### config.mk
export PLATFORM = sky130hd
export DESIGN_NAME = counter_ctrl
export DESIGN_NICKNAME = d
export VERILOG_FILES = /design/src/rtl/counter_ctrl_pkg.sv /design/src/rtl/count_core.sv /design/src/rtl/counter_ctrl.sv
export SDC_FILE = /design/constraint.sdc
export NUM_CORES = 1
export LEC_CHECK = 0
export ABC_AREA = 0
export CELL_PAD_IN_SITES_DETAIL_PLACEMENT = 0
export CELL_PAD_IN_SITES_GLOBAL_PLACEMENT = 1
export CORE_MARGIN = 5
export CORE_UTILIZATION = 38
export CTS_CLUSTER_DIAMETER = 150
export DETAILED_ROUTE_END_ITERATION = 8
export GPL_ROUTABILITY_DRIVEN = 0
export MAX_ROUTING_LAYER = met4
export PLACE_DENSITY_LB_ADDON = 0.1
export SLEW_MARGIN = 5
export SYNTH_ARGS = -nofsm -noshare
export SYNTH_HDL_FRONTEND = slang
export SYNTH_HIERARCHICAL = 1
export SYNTH_SLANG_ARGS = --single-unit
### constraint.sdc
create_clock -name clk -period 2.7 [get_ports clk]
set_input_delay 0.675 -clock clk [delete_from_list [all_inputs] [get_ports clk]]
set_output_delay 0.675 -clock clk [all_outputs]
set_load 0.02 [all_outputs]
### src/rtl/counter_ctrl_pkg.sv
// Shared types and default width for the counter sequencing controller.
package counter_ctrl_pkg;

  localparam int CNT_W = 5;

  typedef enum logic [1:0] {
    IDLE = 2'd0,
    RUN  = 2'd1,
    HOLD = 2'd2
  } ctrl_state_t;

endpackage

### src/rtl/count_core.sv
// N-bit binary counter datapath; synchronous clear has priority over enable.
module count_core
  import counter_ctrl_pkg::*;
#(
  parameter int N = CNT_W
) (
  input  logic         clk,
  input  logic         reset_n,
  input  logic         clear,
  input  logic         enable,
  output logic [N-1:0] count
);

  localparam logic [N-1:0] ONE = {{(N-1){1'b0}}, 1'b1};

  logic [N-1:0] count_q;
  logic [N-1:0] count_d;

  always_comb begin
    count_d = count_q;
    if (clear) begin
      count_d = '0;
    end else if (enable) begin
      count_d = count_q + ONE;
    end
  end

  always_ff @(posedge clk or negedge reset_n) begin
    if (!reset_n) begin
      count_q <= '0;
    end else begin
      count_q <= count_d;
    end
  end

  assign count = count_q;

endmodule

### src/rtl/counter_ctrl.sv
// Run sequencer for an enable counter: one-shot/periodic runs with pause,
// abort, terminal tick and one-shot done pulses; drives count_core by clear/enable.
module counter_ctrl
  import counter_ctrl_pkg::*;
#(
  parameter int N = CNT_W
) (
  input  logic         clk,
  input  logic         reset_n,
  input  logic         start,
  input  logic         pause,
  input  logic         abort,
  input  logic         periodic,
  input  logic [N-1:0] period,
  output logic [N-1:0] count,
  output logic         busy,
  output logic         tick,
  output logic         done
);

  ctrl_state_t  state_q, state_d;
  logic [N-1:0] period_q, period_d;
  logic         periodic_q, periodic_d;
  logic         busy_q, busy_d;
  logic         tick_q, tick_d;
  logic         done_q, done_d;
  logic         cnt_clear;
  logic         cnt_enable;
  logic [N-1:0] cnt_val;

  count_core #(.N(N)) u_core (
    .clk     (clk),
    .reset_n (reset_n),
    .clear   (cnt_clear),
    .enable  (cnt_enable),
    .count   (cnt_val)
  );

  always_comb begin
    state_d    = state_q;
    period_d   = period_q;
    periodic_d = periodic_q;
    tick_d     = 1'b0;
    done_d     = 1'b0;
    cnt_clear  = 1'b0;
    cnt_enable = 1'b0;
    unique case (state_q)
      IDLE: begin
        cnt_clear = 1'b1;
        if (start && (period != '0)) begin
          state_d    = RUN;
          period_d   = period;
          periodic_d = periodic;
        end
      end
      RUN: begin
        // abort outranks pause, and pause outranks the terminal count
        if (abort) begin
          cnt_clear = 1'b1;
          state_d   = IDLE;
        end else if (pause) begin
          state_d = HOLD;
        end else if (cnt_val == period_q) begin
          cnt_clear = 1'b1;
          tick_d    = 1'b1;
          if (!periodic_q) begin
            done_d  = 1'b1;
            state_d = IDLE;
          end
        end else begin
          cnt_enable = 1'b1;
        end
      end
      HOLD: begin
        // resuming spends its edge on the state change, not on counting
        if (abort) begin
          cnt_clear = 1'b1;
          state_d   = IDLE;
        end else if (!pause) begin
          state_d = RUN;
        end
      end
      default: begin
        cnt_clear = 1'b1;
        state_d   = IDLE;
      end
    endcase
    busy_d = (state_d != IDLE);
  end

  always_ff @(posedge clk or negedge reset_n) begin
    if (!reset_n) begin
      state_q    <= IDLE;
      period_q   <= '0;
      periodic_q <= 1'b0;
      busy_q     <= 1'b0;
      tick_q     <= 1'b0;
      done_q     <= 1'b0;
    end else begin
      state_q    <= state_d;
      period_q   <= period_d;
      periodic_q <= periodic_d;
      busy_q     <= busy_d;
      tick_q     <= tick_d;
      done_q     <= done_d;
    end
  end

  assign count = cnt_val;
  assign busy  = busy_q;
  assign tick  = tick_q;
  assign done  = done_q;

endmodule

==> results.md, run 1 <==
* Worst min path class: register to register
* First-pass GRT wire length at 3042 µm
* Syn. warnings at 6
* Routed vias at 683
* Worst r2r src: state_q[1]
* Final Cell Area at 0.001157 mm²
* Area share of the largest cell type after synthesis at 0.4426
* Mapped Cells at 81
* Yosys top cell by area: dfrtp_1
* Setup bufs post-CTS at 0
* Port Buffers at 18
* Routed Antenna Nets at 0
* Most common cell in the synthesized netlist: dfrtp_1
* Final Skew at 0.002454 ns
* Largest net degree at the start of global routing at 17
* Total Power at 0.9785 mW
* Worst Hold Launch: periodic_q
* # Max-Cap Violations at 0
* Hold EP: done
* Worst VDD drop at 0.4399 mV
* Root Buffer Master: clkbuf_4
* Hold Crit Depth at 1
* Maximum clock path buffer count at 2
* Die area at between 0.003 and 0.004 mm²
* Slew Viols, Final at 0
* DP Cell Count at ~130
* Slew headroom at 0.5287
* Sequential fraction of the synthesis area at 0.4426
* First-pass DRT Iterations at 4
* Layout cell share with drive strength beyond 1 at 0.1635
* Worst path required time at 2.87 ns
* Clock sink count at 16
* Fin worst setup slack at 0.4284 ns
* Syn_nets at 97
* EDFF count, synth at 0
* Reg clk slew, reported paths at 0.08 ns
* Post-synth top cells: dfrtp_1, mux2_2, xnor2_1
* DR vias/cell at between 5 and 6
* H-tree levels at 1
* Post-DP HPWL at 1389 µm
* Finished Layout Cells at 132
* Fmax achieved at 440.2 MHz
* Syn_area_per_cell at 11.17 µm²
* Worst Reg2Reg Path Length in Cells at 6
* Clk_lat worst skew at 0.28 ns
* Critical Path Source Type: input port
* Routed WL at 1731 µm
* RSZ-0062 raised after global routing: false
* Final Hold Fails at 0
* Final period util at 0.8413
* Io pins at 19
* Placed Area at ~0.0011 mm²
* TritonCTS clock tree: done
* Slew @ Worst Pin at between 0.7 and 0.8 ns
* Gr ovfl total at 0
* Critical path endpoint category: register
* Power density over cell area at 845.4 mW/mm²
* Core Box Area at approximately 0.0022 mm²
* CTS buffer count at 3
* Remaining DRCs at 0
* Setup WS pre-CTS at around 0.17 ns
* Synth Flop Type: dfrtp_1
* Number of global-route vias before repair at 660
* Routed len/inst at 13.11 µm
* Ant diodes at 0
* DIE WIDTH at 58.79 µm
* Antenna violations before repair at 0
* Final setup viols at 0
* CTS resizes at 0
* Layout area overhead at 27.94%
* Final net count at 122
* Largest fanout on the critical path at 5
* DRT iter0 DRCs at 8
* Main area contributors after synthesis: dfrtp_1, mux2_2, ha_1
* Critical path type: input port to register
* Chip Height at 58.79 µm
* Final TNS setup at 0 ns
* Yosys reg bits at 16
* Tmin final at 2.272 ns
* Worst R2R End: u_core/count[4]
* Ys async rst share at 1.000
* Starting Density at 0.4050
* Yosys cell types at 32
* CTS Hold Buffers Added at 0
* Outcome: finished, final reports clean
* Global-route usage over all layers at 0.1183
* Post-Syn Area at 904.6 µm²
* Fillers at 225
* Site row count at 17
* Reg2reg setup slack at 0.48 ns
* Worst path arrival time at 2.44 ns
* Lkg Pwr at 0.4769 nW
how the worst max path moves through the flow:
stage | from | to | slack, ns | cells after the start
3_5_place_dp | pause | u_core/count[3] | 0.17 | 5
2_1_floorplan | u_core/count[0] | u_core/count[3] | 0.60 | 6
5_1_grt | state_q[1] | u_core/count[4] | 0.35 | 6
6_report | pause | u_core/count[4] | 0.43 | 5
4_1_cts | pause | u_core/count[4] | 0.45 | 5
3_3_place_gp | pause | u_core/count[4] | 0.21 | 5
layout make-up:
type	instances	area (µm²)	area share
clock buffer	3	22.52	0.01946
inverter	5	18.77	0.01622
multi-input combinational	59	478.0	0.4130
sequential	16	400.4	0.3459
tap	28	35.03	0.03027
timing repair buffer	21	202.7	0.1751
sequential cells by signal, indices dropped and copies added (netlist names):
register      cells
tick              1
state_q           2
u_core/count      5
done              1
period_q          5
periodic_q        1
busy              1
worst max-delay path: stages:
cell and delay [ns]:
clkdlybuf4s50_1 0.44, or3b_2 0.51, nor2b_1 0.33, nand4_1 0.17, mux2_4 0.31
cells in the final DEF (no fill, tap or decap), types with 2 or more instances in the layout:
cell type        instances
buf_4                    3
nand4_1                  2
a31oi_1                  2
ha_1                     5
o21ai_0                  2
nand2b_1                 2
dfrtp_1                 16
nor2b_1                  4
inv_1                    5
nor3_1                   2
mux2_2                   6
clkbuf_4                 3
nor2_1                   5
a21oi_1                  2
nand3b_1                 2
o31ai_1                  2
nand2_1                  2
clkdlybuf4s50_1         18
xnor2_1                  6
metrics by stage:
stage,hold slack [ns],utilization
after CTS,0.5337,0.5182
after detailed placement,0.5220,0.5081
after floorplan,0.3794,-
after global routing,0.5621,0.5182
final,0.5313,0.5182
after global placement,0.5128,0.5081
routing by layer:
metal	global-route usage	part of all wire	vias to the layer above
met4	0.01942	0.0029	0
li1	-	-	338
met1	0.1541	0.46	325
met3	0.05044	0.061	2
met5	-	0	-
met2	0.1735	0.47	18
where the power goes:
group | internal (mW) | switching, mW | leakage [nW]
combinational | 0.242 | 0.235 | 0.258
sequential | 0.316 | 0.0686 | 0.205
clock | 0.0517 | 0.0653 | 0.0138
cells by family after synthesis:
family                   count (synthesis)  share of synthesized area
AO/OA/AOI/OAI                           12                     0.1065
AND/OR/NAND/NOR                         27                     0.1798
multiplexers                             9                     0.1148
flip-flops                              16                     0.4426
buffers and inverters                    6                    0.02905
adder cells (fa/ha/maj)                  5                    0.06916
XOR/XNOR                                 6                    0.05809
No activity file was read; power rests on OpenSTA's default activity.
==> run 2, diff against run 1 <==
--- a/config.mk
+++ b/config.mk
@@ -9,7 +9,7 @@
 export CELL_PAD_IN_SITES_DETAIL_PLACEMENT = 0
 export CELL_PAD_IN_SITES_GLOBAL_PLACEMENT = 1
 export CORE_MARGIN = 5
-export CORE_UTILIZATION = 38
+export CORE_UTILIZATION = 34
 export CTS_CLUSTER_DIAMETER = 150
 export DETAILED_ROUTE_END_ITERATION = 8
 export GPL_ROUTABILITY_DRIVEN = 0
==> constraint.sdc (replaced) <==
create_clock -name clk -period 2.05 [get_ports clk]
set_input_delay 0.5125 -clock clk [delete_from_list [all_inputs] [get_ports clk]]
set_output_delay 0.5125 -clock clk [all_outputs]
set_load 0.02 [all_outputs]
==> run 2 against run 1 <==
Final cell count rose by 11%. Routed wire length rose by 20%. Flip-flop and latch count did not move. Worst setup slack got worse by 0.33 ns. Clock power rose by 79%. Sequential share of layout area fell by 3.5 points. Utilization fell by 0.78 points. First-iteration DRC count fell by 13%. Largest power group unchanged. Clock-buffer cell count rose by 1. Via count rose by 9.1%.
==> results.md, run 2 (synthesized netlist as in run 1, its figures left out) <==
* Critical path endpoint category: register
* DR vias/cell at 5.068 (-2.1%)
* Post-DP HPWL at 1587 µm (+14%)
* Fillers at 239 (+6.2%)
* Critical path type: input port to register
* Routed vias at 745 (+9.1%)
* H-tree levels at 1 (unchanged)
* CP bufs+invs at 1 (unchanged)
* Final setup viols at 0 (unchanged)
* Worst path required time at 2.23 ns (-0.64 ns)
* Slew @ Worst Pin at 0.3658 ns (-0.3390 ns)
* Final Skew at 0.005207 ns (+0.002754 ns)
* Reg clk slew, reported paths at 0.10 ns (+0.02 ns)
* First-pass GRT wire length at 3505 µm (+15%)
* Largest net degree at the start of global routing at 17 (unchanged)
* Number of global-route vias before repair at 751 (+14%)
* Worst path arrival time at 2.13 ns (-0.31 ns)
* # Max-Cap Violations at 0 (unchanged)
* Die area at 0.003792 mm² (+9.7%)
* DRT iter0 DRCs at 7 (-1)
* Tmin final at 1.955 ns
* Core Box Area at 0.002522 mm² (+13%)
* Worst min path class: input port to asynchronous set/reset pin
* Root Buffer Master: clkbuf_4
* Remaining DRCs at 0 (unchanged)
* Routed Antenna Nets at 0 (unchanged)
* GR Layer Usage met1 at 0.1720 (+0.01792)
* Fmax achieved at 511.5 MHz
* Gr ovfl total at 0 (unchanged)
* Gr busiest metal: met2
* Placed Area at 0.001226 mm² (+8.0%)
* Final Hold Fails at 0 (unchanged)
* Ant diodes at 0 (unchanged)
* TritonCTS clock tree: done
* Top delay family on crit path: simple AND/OR/NAND/NOR gates
* Slowest-stage cell, CP: or4_4
* Most frequent cells in the layout: clkdlybuf4s50_1, dfrtp_1, buf_4
* Routed len/inst at 14.07 µm (+7.3%)
* Worst VDD drop at 0.6019 mV (+37%)
* Largest fanout on the critical path at 7 (+2)
* Starting Density at 0.3586 (-0.04641)
* Final TNS setup at 0 ns (unchanged)
* Met2 usage at 0.2063 (+0.03278)
* Port Buffers at 18 (unchanged)
* Power density over cell area at 1174 mW/mm² (+39%)
* Chip Height at 61.58 µm (+4.7%)
* Maximum clock path buffer count at 2 (unchanged)
* Reg2reg setup slack at 0.14 ns (-0.34 ns)
* Lkg Pwr at 0.5477 nW (+15%)
* Global-route usage over all layers at 0.1314 (+0.01308)
* Commonest non-fill, non-tap cell in the layout: clkdlybuf4s50_1
* Layout cell share with drive strength beyond 1 at 0.2906 (+0.1271)
* Critical Path Source Type: input port
* Slew Viols, Final at 0 (unchanged)
* Site row count at 18 (+1)
* CTS buffer count at 3 (unchanged)
* Io pins at 19 (unchanged)
* Antenna violations before repair at 0 (unchanged)
* Routed WL at 2069 µm (+20%)
* DIE WIDTH at 61.58 µm (+4.7%)
* Clock sink count at 16 (unchanged)
* Crit-path cells: clkdlybuf4s50_1, or4_4, o211ai_4, mux2_2
* Layout area overhead at 42.32%
* Met3 usage at 0.04403 (-0.006413)
* Outcome: finished, final reports clean
* Slew headroom at 0.7539 (+0.2252)
* Max stage delay on crit path at 0.55 ns (+0.04 ns)
* Clk_lat worst skew at 0.29 ns (about the same)
* Final period util at 0.9538
* Final net count at 134 (+9.8%)
* Final Cell Area at 0.001287 mm² (+11%)
* First-pass DRT Iterations at 4 (unchanged)
run 2: cell type report:
| cell class | instances | area, µm² | area share |
|---|---|---|---|
| Clock buffer | 4 | 36.28 | 0.02818 |
| Timing Repair Buffer | 33 | 292.8 | 0.2274 |
| Tap cell | 30 | 37.54 | 0.02915 |
| Inverter | 5 | 18.77 | 0.01458 |
| Sequential cell | 16 | 400.4 | 0.3110 |
| Multi-Input combinational cell | 59 | 501.7 | 0.3897 |
run 2: metrics by stage:
stage / hold WS (ns) / total power, mW / util / instances / worst slack [ns]
floorplan: 0.2169 / 0.9537 / - / 81 / 0.01077
global placement: 0.5181 / 1.231 / 0.4861 / 142 / -0.3113
detailed placement: 0.5204 / 1.235 / 0.4861 / 142 / -0.2937
CTS: 0.5363 / 1.485 / 0.5040 / 146 / 0.01496
global route: 0.5480 / 1.634 / 0.5104 / 147 / -0.003032
finish: 0.5303 / 1.512 / 0.5104 / 147 / 0.09479
run 2: worst paths after layout:
kind	startpoint	to	cells past startpoint
max	period[0]	period_q[3]	4
max in group asynchronous	reset_n	busy	2
min	reset_n	u_core/count[4]	2
min in group clk	periodic_q	done	1
max reg2reg	state_q[1]	u_core/count[3]	7
min reg2reg	periodic_q	done	1
run 2: what timing repair did:
action                                  CTS  global route
hold buffers                              0             0
gates resized for setup                   1             3
buffers inserted                          0             1
endpoints found under the setup margin    1             3
pin swaps                                 0             2
run 2: power breakdown:
part / switching [mW] / internal (mW)
sequential: 0.0756 / 0.416
clock: 0.102 / 0.108
combinational: 0.377 / 0.434
run 2: routing by layer:
metal  part of all wire  vias up
li1                   -      365
met1               0.48      357
met2               0.46       21
met3              0.060        2
met4             0.0043        0
met5                  0        -
==> run 3, diff against run 2 <==
--- a/config.mk
+++ b/config.mk
@@ -6,6 +6,7 @@
 export NUM_CORES = 1
 export LEC_CHECK = 0
 export ABC_AREA = 0
+export CAP_MARGIN = 30
 export CELL_PAD_IN_SITES_DETAIL_PLACEMENT = 0
 export CELL_PAD_IN_SITES_GLOBAL_PLACEMENT = 1
 export CORE_MARGIN = 5
@@ -13,6 +14,7 @@
 export CTS_CLUSTER_DIAMETER = 150
 export DETAILED_ROUTE_END_ITERATION = 8
 export GPL_ROUTABILITY_DRIVEN = 0
+export HOLD_SLACK_MARGIN = 0.02
 export MAX_ROUTING_LAYER = met4
 export PLACE_DENSITY_LB_ADDON = 0.1
 export SLEW_MARGIN = 5
==> results of run 3 <==
No change in the layout: final DEF, timing and power equal those of run 2.
